===== src/rtl/decode_ctrl_pipe_pkg.sv =====
// Shared RV32I(M) types for the decode/control pipeline: opcode and
// function-code encodings, mux select enums and the control word carried
// from EX through WB. Also holds the register-read helpers used by the
// load-use check.
package decode_ctrl_pipe_pkg;

  typedef enum logic [6:0] {
    op_lui   = 7'b0110111,
    op_auipc = 7'b0010111,
    op_jal   = 7'b1101111,
    op_jalr  = 7'b1100111,
    op_br    = 7'b1100011,
    op_load  = 7'b0000011,
    op_store = 7'b0100011,
    op_imm   = 7'b0010011,
    op_reg   = 7'b0110011,
    op_csr   = 7'b1110011
  } rv32i_opcode;

  typedef enum logic [2:0] {
    beq  = 3'b000,
    bne  = 3'b001,
    blt  = 3'b100,
    bge  = 3'b101,
    bltu = 3'b110,
    bgeu = 3'b111
  } branch_funct3_t;

  // Numbered so that funct3 of add/sll/xor/srl/or/and maps straight across.
  typedef enum logic [2:0] {
    alu_add = 3'b000,
    alu_sll = 3'b001,
    alu_sra = 3'b010,
    alu_sub = 3'b011,
    alu_xor = 3'b100,
    alu_srl = 3'b101,
    alu_or  = 3'b110,
    alu_and = 3'b111
  } alu_ops;

  typedef enum logic [2:0] {
    alumux2_i_imm = 3'd0,
    alumux2_u_imm = 3'd1,
    alumux2_b_imm = 3'd2,
    alumux2_s_imm = 3'd3,
    alumux2_j_imm = 3'd4,
    alumux2_rs2   = 3'd5
  } alumux2_sel_t;

  typedef enum logic [3:0] {
    rf_alu_out  = 4'd0,
    rf_br_en    = 4'd1,
    rf_u_imm    = 4'd2,
    rf_lw       = 4'd3,
    rf_pc_plus4 = 4'd4,
    rf_lb       = 4'd5,
    rf_lbu      = 4'd6,
    rf_lh       = 4'd7,
    rf_lhu      = 4'd8
  } regfilemux_sel_t;

  localparam logic ALUMUX1_RS1 = 1'b0;
  localparam logic ALUMUX1_PC  = 1'b1;
  localparam logic CMPMUX_RS2  = 1'b0;
  localparam logic CMPMUX_IMM  = 1'b1;

  localparam logic [6:0] FUNCT7_BASE = 7'b0000000;
  localparam logic [6:0] FUNCT7_ALT  = 7'b0100000;
  localparam logic [6:0] FUNCT7_MEXT = 7'b0000001;

  localparam logic [2:0] F3_ADD  = 3'b000;
  localparam logic [2:0] F3_SLT  = 3'b010;
  localparam logic [2:0] F3_SLTU = 3'b011;
  localparam logic [2:0] F3_SR   = 3'b101;

  localparam logic [2:0] F3_LB  = 3'b000;
  localparam logic [2:0] F3_LH  = 3'b001;
  localparam logic [2:0] F3_LW  = 3'b010;
  localparam logic [2:0] F3_LBU = 3'b100;
  localparam logic [2:0] F3_LHU = 3'b101;

  typedef struct packed {
    rv32i_opcode     opcode;
    alu_ops          aluop;
    logic            alumux1_sel;
    alumux2_sel_t    alumux2_sel;
    branch_funct3_t  cmpop;
    logic            cmpmux_sel;
    regfilemux_sel_t regfilemux_sel;
    logic            load_regfile;
    logic            mem_read;
    logic            mem_write;
    logic [1:0]      store_type;
    logic            muldiv;
    logic [2:0]      muldiv_op;
    logic            illegal;
  } rv32i_control_word;

  // rs1 is architecturally read by everything except lui/auipc/jal.
  function automatic logic reads_rs1(input logic [6:0] op);
    return !(op == op_lui || op == op_auipc || op == op_jal);
  endfunction

  // rs2 is read only by branches, stores and register-register ops.
  function automatic logic reads_rs2(input logic [6:0] op);
    return (op == op_br || op == op_store || op == op_reg);
  endfunction

endpackage


===== src/rtl/decode_ctrl_pipe_ctrl_decode.sv =====
// ctrl_decode: purely combinational RV32I(M) instruction decode.
// Ports:
//   opcode, funct3, funct7 - instruction fields from ID
//   rd                     - destination index (suppresses x0 writes)
//   ctrl                   - decoded control word; unknown encodings give an
//                            all-zero word with illegal=1
// Parameter EN_MEXT enables the M-extension funct7 on register ops.
module ctrl_decode import decode_ctrl_pipe_pkg::*; #(
  parameter int EN_MEXT = 1
) (
  input  logic [6:0]        opcode,
  input  logic [2:0]        funct3,
  input  logic [6:0]        funct7,
  input  logic [4:0]        rd,
  output rv32i_control_word ctrl
);

  // ALU/compare selection shared by op_imm and op_reg. slt/sltu go through
  // the comparator and write back br_en.
  function automatic rv32i_control_word arith_ops(input rv32i_control_word base,
                                                  input logic [2:0] f3,
                                                  input logic alt_shift);
    rv32i_control_word w;
    w = base;
    w.load_regfile = 1'b1;
    case (f3)
      F3_SLT: begin
        w.cmpop          = blt;
        w.regfilemux_sel = rf_br_en;
      end
      F3_SLTU: begin
        w.cmpop          = bltu;
        w.regfilemux_sel = rf_br_en;
      end
      F3_SR:   w.aluop = alt_shift ? alu_sra : alu_srl;
      default: w.aluop = alu_ops'(f3);
    endcase
    return w;
  endfunction

  logic bad;

  always_comb begin
    ctrl        = '0;
    bad         = 1'b0;
    ctrl.opcode = rv32i_opcode'(opcode);
    case (opcode)
      op_lui: begin
        ctrl.load_regfile   = 1'b1;
        ctrl.regfilemux_sel = rf_u_imm;
      end
      op_auipc: begin
        ctrl.alumux1_sel  = ALUMUX1_PC;
        ctrl.alumux2_sel  = alumux2_u_imm;
        ctrl.load_regfile = 1'b1;
      end
      op_jal: begin
        ctrl.alumux1_sel    = ALUMUX1_PC;
        ctrl.alumux2_sel    = alumux2_j_imm;
        ctrl.load_regfile   = 1'b1;
        ctrl.regfilemux_sel = rf_pc_plus4;
      end
      op_jalr: begin
        ctrl.alumux1_sel    = ALUMUX1_RS1;
        ctrl.alumux2_sel    = alumux2_i_imm;
        ctrl.load_regfile   = 1'b1;
        ctrl.regfilemux_sel = rf_pc_plus4;
      end
      op_br: begin
        ctrl.alumux1_sel = ALUMUX1_PC;
        ctrl.alumux2_sel = alumux2_b_imm;
        ctrl.cmpop       = branch_funct3_t'(funct3);
        ctrl.cmpmux_sel  = CMPMUX_RS2;
      end
      op_load: begin
        ctrl.alumux2_sel  = alumux2_i_imm;
        ctrl.mem_read     = 1'b1;
        ctrl.load_regfile = 1'b1;
        case (funct3)
          F3_LB:   ctrl.regfilemux_sel = rf_lb;
          F3_LH:   ctrl.regfilemux_sel = rf_lh;
          F3_LBU:  ctrl.regfilemux_sel = rf_lbu;
          F3_LHU:  ctrl.regfilemux_sel = rf_lhu;
          default: ctrl.regfilemux_sel = rf_lw;
        endcase
      end
      op_store: begin
        ctrl.alumux2_sel = alumux2_s_imm;
        ctrl.mem_write   = 1'b1;
        ctrl.store_type  = funct3[1:0];
      end
      op_imm: begin
        ctrl.alumux2_sel = alumux2_i_imm;
        ctrl.cmpmux_sel  = CMPMUX_IMM;
        ctrl             = arith_ops(ctrl, funct3, funct7[5]);
      end
      op_reg: begin
        ctrl.alumux2_sel = alumux2_rs2;
        ctrl.cmpmux_sel  = CMPMUX_RS2;
        case (funct7)
          FUNCT7_BASE: ctrl = arith_ops(ctrl, funct3, 1'b0);
          FUNCT7_ALT: begin
            ctrl.load_regfile = 1'b1;
            if (funct3 == F3_ADD)     ctrl.aluop = alu_sub;
            else if (funct3 == F3_SR) ctrl.aluop = alu_sra;
            else                      bad = 1'b1;
          end
          FUNCT7_MEXT: begin
            if (EN_MEXT != 0) begin
              ctrl.muldiv       = 1'b1;
              ctrl.muldiv_op    = funct3;
              ctrl.load_regfile = 1'b1;
            end else begin
              bad = 1'b1;
            end
          end
          default: bad = 1'b1;
        endcase
      end
      op_csr: ;
      default: bad = 1'b1;
    endcase

    if (bad) begin
      ctrl         = '0;
      ctrl.illegal = 1'b1;
    end else if (rd == 5'd0) begin
      ctrl.load_regfile = 1'b0;
    end
  end

endmodule


===== src/rtl/decode_ctrl_pipe.sv =====
// decode_ctrl_pipe: decodes the ID instruction and carries its control word
// through registered EX, MEM and WB stages, generating ID stall/flush.
// Ports:
//   clk, rst (sync, active-high)
//   id_valid, id_opcode, id_funct3, id_funct7, id_rd, id_rs1, id_rs2 - ID
//   mem_stall - freezes every stage; br_taken - EX redirect (flush IF/ID)
//   id_ready, if_flush - ID consume / IF-ID bubble controls
//   ex_/mem_/wb_ ctrl, valid, rd - per-stage control outputs
//   muldiv_busy - EX is holding an M-extension op
// Hazard priority: rst > mem_stall > br_taken > muldiv hold > load-use.
module decode_ctrl_pipe import decode_ctrl_pipe_pkg::*; #(
  parameter int EN_MEXT    = 1,
  parameter int MULDIV_LAT = 4
) (
  input  logic              clk,
  input  logic              rst,
  input  logic              id_valid,
  input  logic [6:0]        id_opcode,
  input  logic [2:0]        id_funct3,
  input  logic [6:0]        id_funct7,
  input  logic [4:0]        id_rd,
  input  logic [4:0]        id_rs1,
  input  logic [4:0]        id_rs2,
  input  logic              mem_stall,
  input  logic              br_taken,
  output logic              id_ready,
  output logic              if_flush,
  output rv32i_control_word ex_ctrl,
  output logic              ex_valid,
  output logic [4:0]        ex_rd,
  output rv32i_control_word mem_ctrl,
  output logic              mem_valid,
  output logic [4:0]        mem_rd,
  output rv32i_control_word wb_ctrl,
  output logic              wb_valid,
  output logic [4:0]        wb_rd,
  output logic              muldiv_busy
);

  localparam logic [3:0] LAT_M1 = 4'(MULDIV_LAT - 1);

  rv32i_control_word id_ctrl;
  logic [3:0]        cnt;
  logic              flush;
  logic              load_use;

  ctrl_decode #(.EN_MEXT(EN_MEXT)) u_decode (
    .opcode (id_opcode),
    .funct3 (id_funct3),
    .funct7 (id_funct7),
    .rd     (id_rd),
    .ctrl   (id_ctrl)
  );

  // A redirect only counts when a real instruction occupies EX.
  assign flush = br_taken & ex_valid;

  assign muldiv_busy = ex_valid & ex_ctrl.muldiv & (cnt != 4'd0);

  // x0 never carries a dependency; only sources the ID op really reads count.
  assign load_use = ex_valid && (ex_ctrl.opcode == op_load) && (ex_rd != 5'd0) &&
                    id_valid &&
                    ((reads_rs1(id_opcode) && (id_rs1 == ex_rd)) ||
                     (reads_rs2(id_opcode) && (id_rs2 == ex_rd)));

  assign if_flush = !mem_stall & flush;
  assign id_ready = !mem_stall & (flush | (!muldiv_busy & !load_use));

  always_ff @(posedge clk) begin
    if (rst) begin
      ex_valid  <= 1'b0;
      ex_ctrl   <= '0;
      ex_rd     <= '0;
      mem_valid <= 1'b0;
      mem_ctrl  <= '0;
      mem_rd    <= '0;
      wb_valid  <= 1'b0;
      wb_ctrl   <= '0;
      wb_rd     <= '0;
      cnt       <= '0;
    end else if (!mem_stall) begin
      // MEM -> WB: always shifts when not frozen
      wb_valid <= mem_valid;
      wb_ctrl  <= mem_ctrl;
      wb_rd    <= mem_rd;

      // EX -> MEM: bubble only while an M-op holds EX
      if (muldiv_busy && !flush) begin
        mem_valid <= 1'b0;
        mem_ctrl  <= '0;
        mem_rd    <= '0;
      end else begin
        mem_valid <= ex_valid;
        mem_ctrl  <= ex_ctrl;
        mem_rd    <= ex_rd;
      end

      // ID -> EX
      if (flush || (load_use && !muldiv_busy)) begin
        ex_valid <= 1'b0;
        ex_ctrl  <= '0;
        ex_rd    <= '0;
        cnt      <= '0;
      end else if (muldiv_busy) begin
        cnt <= cnt - 4'd1;
      end else begin
        ex_valid <= id_valid;
        ex_ctrl  <= id_valid ? id_ctrl : '0;
        ex_rd    <= id_valid ? id_rd : 5'd0;
        cnt      <= (id_valid && id_ctrl.muldiv) ? LAT_M1 : 4'd0;
      end
    end
  end

endmodule


===== config.mk =====
export PLATFORM = sky130hd
export DESIGN_NAME = decode_ctrl_pipe
export DESIGN_NICKNAME = d
export VERILOG_FILES = /design/src/rtl/decode_ctrl_pipe_pkg.sv /design/src/rtl/decode_ctrl_pipe_ctrl_decode.sv /design/src/rtl/decode_ctrl_pipe.sv
export SDC_FILE = /design/constraint.sdc
export NUM_CORES = 1
export LEC_CHECK = 0
export BUFFER_PORTS_ARGS = -buffer_cell sky130_fd_sc_hd__buf_4
export CAP_MARGIN = 5
export CORE_UTILIZATION = 50
export CTS_CLUSTER_DIAMETER = 30
export CTS_CLUSTER_SIZE = 40
export DETAILED_ROUTE_END_ITERATION = 6
export PLACE_DENSITY_LB_ADDON = 0.1
export SYNTH_ARGS = -nofsm -noshare
export SYNTH_HDL_FRONTEND = slang
export SYNTH_SLANG_ARGS = --single-unit

===== constraint.sdc =====
create_clock -name clk -period 5.5 [get_ports clk]
set_clock_uncertainty 0.1 [all_clocks]
set_input_delay 0.825 -clock clk [delete_from_list [all_inputs] [get_ports clk]]
set_output_delay 0.825 -clock clk [all_outputs]
set_load 0.02 [all_outputs]

; ---- Word level (Yosys, flattened, before mapping)
; Cells that the tools add are included.
[word_totals]
inputBits = 37
reg_bits = 118
word_cells = 155
[op_classes]
addsub = 1
muxes = 43
n_reduce_logical = 33
n_eq_ne = 21
bitwise_logic = 8
[ops]
columns = cell, n
row1 = 2-to-1 mux 32 bit, 4
row2 = one-hot mux 3 bit (2 select lines), 5
row3 = "== test 7 x 6 -> 1 bit, second input constant", 4
row4 = "== test 7 bit, second input constant", 4
row5 = 2-to-1 mux 5 bit, 5
row6 = 2-to-1 mux 22 bit, 1
row7 = one-hot mux 4 bit (5 select lines), 1
row8 = one-hot mux 4 bit (4 select lines), 1
row9 = one-hot mux 3 bit (5 select lines), 1
row10 = "== test 7 x 2 -> 1 bit, second input constant", 2
row11 = "== test 7 x 5 -> 1 bit, second input constant", 2
row12 = 2-to-1 mux 4 bit, 3
row13 = one-hot mux 4 bit (3 select lines), 1
row14 = == test 5 bit, 2
row15 = 2-to-1 mux 1 bit, 10
row16 = logical AND 1 bit, 9
row17 = 2-to-1 mux 3 bit, 3
row18 = 2-to-1 mux 9 bit, 1
row19 = OR reduction 9 bit, 1
row20 = 2-to-1 mux 8 bit, 1
row21 = one-hot mux 1 bit (2 select lines), 4
row22 = "== test 7 x 1 -> 1 bit, second input constant", 1
row23 = zero test 7 bit, 1
row24 = AND 1 bit, 6
row25 = 18 further kinds, 33

; ---- Depth between registers and ports, before layout
; Gate-level depths: netlist of the first run.
[depth]
ltp_word = 11
depth_mapped = 8

; ---- By module
; Synthesis of the first run repeated with hierarchy kept, for this count alone.
[unflattened]
cells_unflattened = 622
area_unflattened_um2 = 5220.0
[by_module_without_submodules]
columns = module, instances, area_each_um2, cells_per_inst
row1 = decode_ctrl_pipe, 1, 4531.8, 521
row2 = ctrl_decode, 1, 688.2, 101

; ---- Least setup slack after synthesis of the first run
; OpenSTA, ideal clock, no wires.
[synth_path]
kind = input-to-output
startpoint = input id_opcode[6]
endpoint = output id_ready
arrival_ns = 2.287
path_buffers = 1
required_ns = 4.575
slack_ns = 2.288
path_stages = 6
path_cell_list = buf_4 -> or3b_4 -> a21oi_2 -> nor4_1 -> o21a_4 -> a21boi_0
[synth_via]
elab_chain_len = 11
word_cells_on_any_way = 19
classes_between = eq/ne (6) / bitwise (3) / reduce/logical (10)
[synth_lines]
columns = item, line
row1 = start: declaration, decode_ctrl_pipe.sv:18  ; input logic [6:0] id_opcode,
row2 = == test 7 x 6 -> 1 bit or == test 7 x 5 -> 1 bit (tied branches), decode_ctrl_pipe_pkg.sv:101  ; return !(op == op_lui || op == op_auipc || op == op_jal);
row3 = logical OR 1 bit (2 in series), decode_ctrl_pipe_pkg.sv:101
row4 = zero test 1 bit, decode_ctrl_pipe_pkg.sv:101
row5 = logical AND 1 bit, decode_ctrl_pipe.sv:63  ; ((reads_rs1(id_opcode) && (id_rs1 == ex_rd)) ||
row6 = logical OR 1 bit (*), decode_ctrl_pipe.sv:63
row7 = logical AND 1 bit (*), decode_ctrl_pipe.sv:62  ; id_valid &&
row8 = zero test 1 bit (*), decode_ctrl_pipe.sv:67  ; assign id_ready = !mem_stall & (flush | (!muldiv_busy & !load_use));
row9 = AND 1 bit (*), decode_ctrl_pipe.sv:67
row10 = bitwise OR 1 bit (*), decode_ctrl_pipe.sv:67
row11 = AND 1 bit (*), decode_ctrl_pipe.sv:67
row12 = end: declaration, decode_ctrl_pipe.sv:26  ; output logic id_ready,
; Mark *: on every way between the ends. The rest lies on a longest branch, timed or not.

; ---- Worst setup path after layout of the first run
[layout_path]
startpoint = input id_opcode[2]
endpoint = output id_ready
; The elaborated chain is that of the path after synthesis.

==> results of run 1 <==
## final timing paths
check,from,to
worst min register to register,mem_rd[3],mem_rd[3]
worst max register to register,ex_rd[3],ex_ctrl[16]
worst max-delay path,id_opcode[2],id_ready
worst min-delay path,mem_rd[3],mem_rd[3]
## logic make-up (layout without fill, tap and decap cells)
group | Yosys count | in the layout | share of synthesized area [%]
mux | 38 | 38 | 7.743
compound gates | 112 | 112 | 15.56
fa+ha+maj | 1 | 1 | 0.2547
simple gates | 235 | 235 | 22.08
flops | 118 | 118 | 48.09
buf+inv | 46 | 194 | 3.948
xor+xnor | 13 | 13 | 2.318
## layout by cell type, fill, tap and decap left out, types with 3 or more instances in the layout
cell type     n
o21ai_0      15
a21oi_1      46
buf_4       156
inv_6         4
nand4_1       6
clkinvlp_4    3
xnor2_1       9
nand3b_1     15
nor2b_1       3
bufinv_16     4
inv_1         5
clkbuf_16    16
dfxtp_1     118
nand2_1      68
nor4_1        4
xor2_1        4
o31ai_1       3
nor2_1      103
nand3_1       6
nor3b_1       3
a22o_1       22
or3_1         4
nor3_1        8
a21o_1        4
mux2i_1      38
## routing by layer
layer | global-route usage [%] | share of wire [%] | vias to the layer above
li1 | - | - | 2232
met1 | 35.45 | 44 | 2159
met2 | 45.32 | 49 | 178
met3 | 5.270 | 5.8 | 17
met4 | 9.030 | 1.5 | 0
met5 | 0 | 0 | -
## worst register-to-register path, delay by kind of cell, from the launching register on
kind            cells  cell delay, ns
xor+xnor            1            0.27
simple gates        1            0.66
compound gates      3            0.61
flops               1            0.50
## metrics by stage
step / total power [mW] / hold WS, ns
after global routing: 2.212 / 0.4040
after CTS: 2.159 / 0.3862
final: 2.148 / 0.3817
after floorplan: 0.9682 / 0.4148
after detailed placement: 1.016 / 0.3715
after global placement: 1.014 / 0.3595
## sequential cells by signal, summed over array words and instances (netlist names)
name	cells
ex_valid	1
ex_ctrl	32
mem_valid	1
ex_rd	5
mem_ctrl	32
wb_valid	1
wb_rd	5
mem_rd	5
wb_ctrl	32
cnt	4
## power breakdown
group | switching (mW) | internal (mW)
Combinational | 0.0786 | 0.0510
Clock | 0.395 | 0.754
Sequential | 0.00820 | 0.861
Total | 0.482 | 1.67
## area by class of cell
cell class / count / area (µm²)
repair buffers: 156 / 1171
clock buffers: 19 / 431.7
flip-flops and latches: 118 / 2362
well taps: 129 / 161.4
clock inverters: 13 / 195.2
fillers: 749 / 2669
inverters: 6 / 22.52
multi-input cells: 399 / 2359
==> impl_metrics.yaml, run 1 <==
drt:
  via_per_inst: 5.460
  vias: 4586
  drc: 0
  wl_mm: 13.55
  wl_per_cell_um: 16.13
  antenna_left: 0
  dr.first_iter.drc_count: 263
  firstDrtPassIters: 5
sta:
  finalCriticalPeriod_ns: 3.295
  fin_ws_ns: 2.205
  slew_headroom_pct: 30.08
  fin_crit_sh_pct: 59.91
  rsz0062_at_grt: "no"
  tightest_slew_ns: 1.049
  setup_viol: 0
  tns_ns: 0
  fmax_mhz: 303.5
  final_hold_viol_count: 0
  drv_slew: 0
floorplan:
  dieHeight_um: 101.1
  coreArea_mm2: 0.009371
  dieArea_mm2: 0.01023
  placementRows: 35
  initial_core_util_pct: 52.42
  die_w_um: 101.1
  pin_count: 154
synth:
  synth_area_per_cell_um2: 8.725
  ys_seq_area_share_pct: 48.09
  netlist.top_cell.by_area: "dfxtp_1"
  netlist_area_mm2: 0.004912
  synthFlopType: "dfxtp_1"
  synth_warnings: 0
  post-synth-top-count-cell: "dfxtp_1"
  synth_cell_type_count: 56
  ys_async_sr_fraction_pct: 0
  ys_top_cells_by_area: "dfxtp_1 (48%), nor2_1 (7.9%), mux2i_1 (7.7%), nand2_1 (5.2%), a21oi_1 (4.7%)"
  ys_top_cells_by_count: "dfxtp_1 (118), nor2_1 (104), nand2_1 (68), a21oi_1 (46), mux2i_1 (38)"
  synth.top_cell.area_share_pct: 48.09
  synth_edf_count: 0
  ys_ff_latch: 118
  syn_nets: 601
  synthCells: 563
clock_tree:
  clkTransAtPathRegs_ns: 0.06
  clockRootBuffer: "clkbuf_8"
  cts_hold_buf: 0
  clockBufferDepth: 2
  post-cts-setup-buffers: 0
  htree_levels: 4
  cts_buffers: 17
  insertion_delay_ns: 0.50
  cts_resized: 0
  cts_num_sinks: 118
  cts_tree: "yes"
worst_setup_path:
  path_common_cell: "buf_4"
  cp.arrival_ns: 2.37
  crit_path_max_fanout: 13
  cpMaxStageDelayCell: "a2111oi_4"
  path_depth: 7
  cpPeakStageDelay_ns: 0.38
  path_delay_family: "compound AO/OA/AOI/OAI gates"
  endpoint_kind: "primary output"
  reg2reg_slack_ns: 3.28
  cp-start-kind: "primary input"
  crit_type: "in2out"
  crit_required_ns: 4.58
  reg2regPathDepth: 5
  cp_cell_sequence: "buf_4 > and4bb_1 > nand2_2 > a2111oi_4 > o21a_4 > a21boi_0 > buf_4"
  path_buf_inv: 2
placement:
  hpwlAfterDp_mm: 9.450
  pre_cts_slack_ns: 2.227
  dp.cells: 808
  dpl_cell_area_mm2: 0.006076
  io_buffers: 153
  gp_routability_congestion: 0.8724
grt:
  gr-total-overflow: 0
  antenna_found_initial: 0
  grt_usage_pct: 27.20
  grt_pass1_wl_mm: 21.44
  grt_max_degree: 96
  grt_pass1_vias: 4099
finish:
  layout-drive-gt1-share_pct: 27.99
  antenna_cells: 0
  fin_util_pct: 71.52
  instances_no_fill: 840
  final_area_mm2: 0.006703
  area_delta_synth_final_pct: 36.45
  nets: 736
worst_hold_path:
  hold_path_class: "reg2reg"
  min_path_cells: 2
run_status:
  status: "finished, final reports clean"
power:
  p_leak_nw: 2.926
  vdd_ir_drop_max_mv: 0.2430
  power.density_mw_per_mm2: 320.5
run:
  cap_viol_max_count: 0
(Power assumes the default switching activity.)
==> inputs of run 2 (changes only) <==
--- a/config.mk
+++ b/config.mk
@@ -7,7 +7,7 @@
 export LEC_CHECK = 0
 export BUFFER_PORTS_ARGS = -buffer_cell sky130_fd_sc_hd__buf_4
 export CAP_MARGIN = 5
-export CORE_UTILIZATION = 50
+export CORE_UTILIZATION = 46
 export CTS_CLUSTER_DIAMETER = 30
 export CTS_CLUSTER_SIZE = 40
 export DETAILED_ROUTE_END_ITERATION = 6
==> constraint.sdc (replaced) <==
create_clock -name clk -period 2.75 [get_ports clk]
set_clock_uncertainty 0.1 [all_clocks]
set_input_delay 0.4125 -clock clk [delete_from_list [all_inputs] [get_ports clk]]
set_output_delay 0.4125 -clock clk [all_outputs]
set_load 0.02 [all_outputs]
==> impl_metrics.yaml, run 2 (synthesis gave the netlist of run 1 again) <==
clock_tree:
  cts_num_sinks: 118
  clockRootBuffer: "clkbuf_8"
  clkTransAtPathRegs_ns: 0.06
  clockBufferDepth: 2
  cts_tree: "yes"
  post-cts-setup-buffers: 0
  htree_levels: 4
  insertion_delay_ns: 0.51
  cts_buffers: 17
finish:
  area_delta_synth_final_pct: 36.88
  final_common_cell: "buf_4"
  layout_common_cells: "buf_4 (158), dfxtp_1 (117), nor2_1 (103)"
  layout-drive-gt1-share_pct: 28.71
  fin_util_pct: 65.13
  instances_no_fill: 850
  nets: 739
  antenna_cells: 0
  top_regs: "ex_ctrl: 32 flops, mem_ctrl: 32 flops, wb_ctrl: 32 flops"
  final_area_mm2: 0.006724
power:
  seq_power_share_pct: 41.3
  switching_share_pct: 23.57
  power.density_mw_per_mm2: 625.4
  p_sw_mw: 0.9912
  fin_total_pwr_mw: 4.205
  vdd_ir_drop_max_mv: 0.3782
  internal_power_mw: 3.214
  pwr-share-clk_pct: 52.4
  p_leak_nw: 2.933
  power_frac_comb_pct: 6.3
sta:
  drv_slew: 0
  setup_viol: 0
  slew_headroom_pct: 51.58
  tns_ns: 0
  tightest_slew_ns: 0.7223
  final_hold_viol_count: 0
  fin_ws_ns: 0.1083
  hold_ws_ns: 0.02648
  rsz0062_at_grt: "no"
  fin_crit_sh_pct: 96.06
  finalCriticalPeriod_ns: 2.642
  fmax_mhz: 378.6
grt:
  met2_usage_pct: 41.26
  antenna_found_initial: 0
  grt_util_met3_pct: 6.308
  gr-total-overflow: 0
  grt_max_degree: 96
  grt_pass1_wl_mm: 22.08
  grt_usage_pct: 25.34
  grt-busiest-layer: "met2"
  grt_pass1_vias: 4328
  met1_usage_pct: 32.48
worst_setup_path:
  path_buf_inv: 1
  crit_required_ns: 2.24
  endpoint_kind: "primary output"
  crit_path_max_fanout: 7
  path_delay_family: "flip-flops"
  cp-start-kind: "register"
  path_depth: 6
  reg2regPathDepth: 5
  cp_cell_sequence: "xnor2_1 > nand3_1 > nor4_2 > o21a_4 > a21boi_0 > buf_4"
  cpMaxStageDelayCell: "dfxtp_1"
  cpPeakStageDelay_ns: 0.51
  crit_type: "reg2out"
  cp.arrival_ns: 2.13
worst_hold_path:
  min_path_cells: 2
  hold_path_class: "in2reg"
drt:
  via_per_inst: 5.381
  vias: 4574
  firstDrtPassIters: 4
  drc: 0
  antenna_left: 0
  wl_mm: 13.55
  wl_per_cell_um: 15.94
  dr.first_iter.drc_count: 323
floorplan:
  coreArea_mm2: 0.01032
  dieHeight_um: 105.3
  pin_count: 154
  placementRows: 37
  dieArea_mm2: 0.01110
  initial_core_util_pct: 47.58
  die_w_um: 105.3
placement:
  pre_cts_slack_ns: 0.2622
  gp_routability_congestion: 0.8903
  hpwlAfterDp_mm: 9.571
  io_buffers: 153
  dp.cells: 818
  dpl_cell_area_mm2: 0.006120
run_status:
  status: "finished, final reports clean"
run:
  cap_viol_max_count: 0
run 2: changes by cell type in the layout (fill, tap and decap cells not counted), sizes merged:
cell | before | now
buf | 156 | 159
clkbuf | 19 | 18
bufinv | 4 | 3
inv | 10 | 9
clkinv | 2 | 5
run 2: power groups by stage:
stage,sequential [mW],clock (mW),combinational [mW]
after CTS,1.74,2.23,0.262
after global placement,1.77,0,0.255
final,1.74,2.20,0.265
after global routing,1.74,2.30,0.287
after detailed placement,1.77,0,0.261
after floorplan,1.78,0,0.156
run 2: layer usage:
layer  vias to the layer above  wire (µm)
li1                       2234          -
met1                      2139       6098
met2                       183       6365
met3                        18        888
met4                         0        193
met5                         -          0
run 2: layout make-up:
type / count / area, µm²
Fill cell: 853 / 3600
Multi-Input combinational cell: 399 / 2369
Sequential cell: 118 / 2364
Timing Repair Buffer: 159 / 1206
Clock buffer: 18 / 417.9
Clock inverter: 14 / 175.2
Tap cell: 136 / 170.2
Inverter: 6 / 22.52
run 2: worst paths after layout:
check | startpoint | end | slack (ns)
min | id_rd[0] | ex_rd[0] | 0.03
min reg2reg | ex_ctrl[14] | ex_ctrl[14] | 0.38
max reg2reg | ex_rd[3] | ex_ctrl[16] | 0.59
max | ex_rd[3] | id_ready | 0.11
run 2: what timing repair did:
| action | CTS | global route |
|---|---|---|
| hold buffers | 0 | 0 |
| endpoints found under the setup margin | 1 | 1 |
| gates resized for setup | 1 | 2 |
| hold endpoints to repair | 0 | 0 |
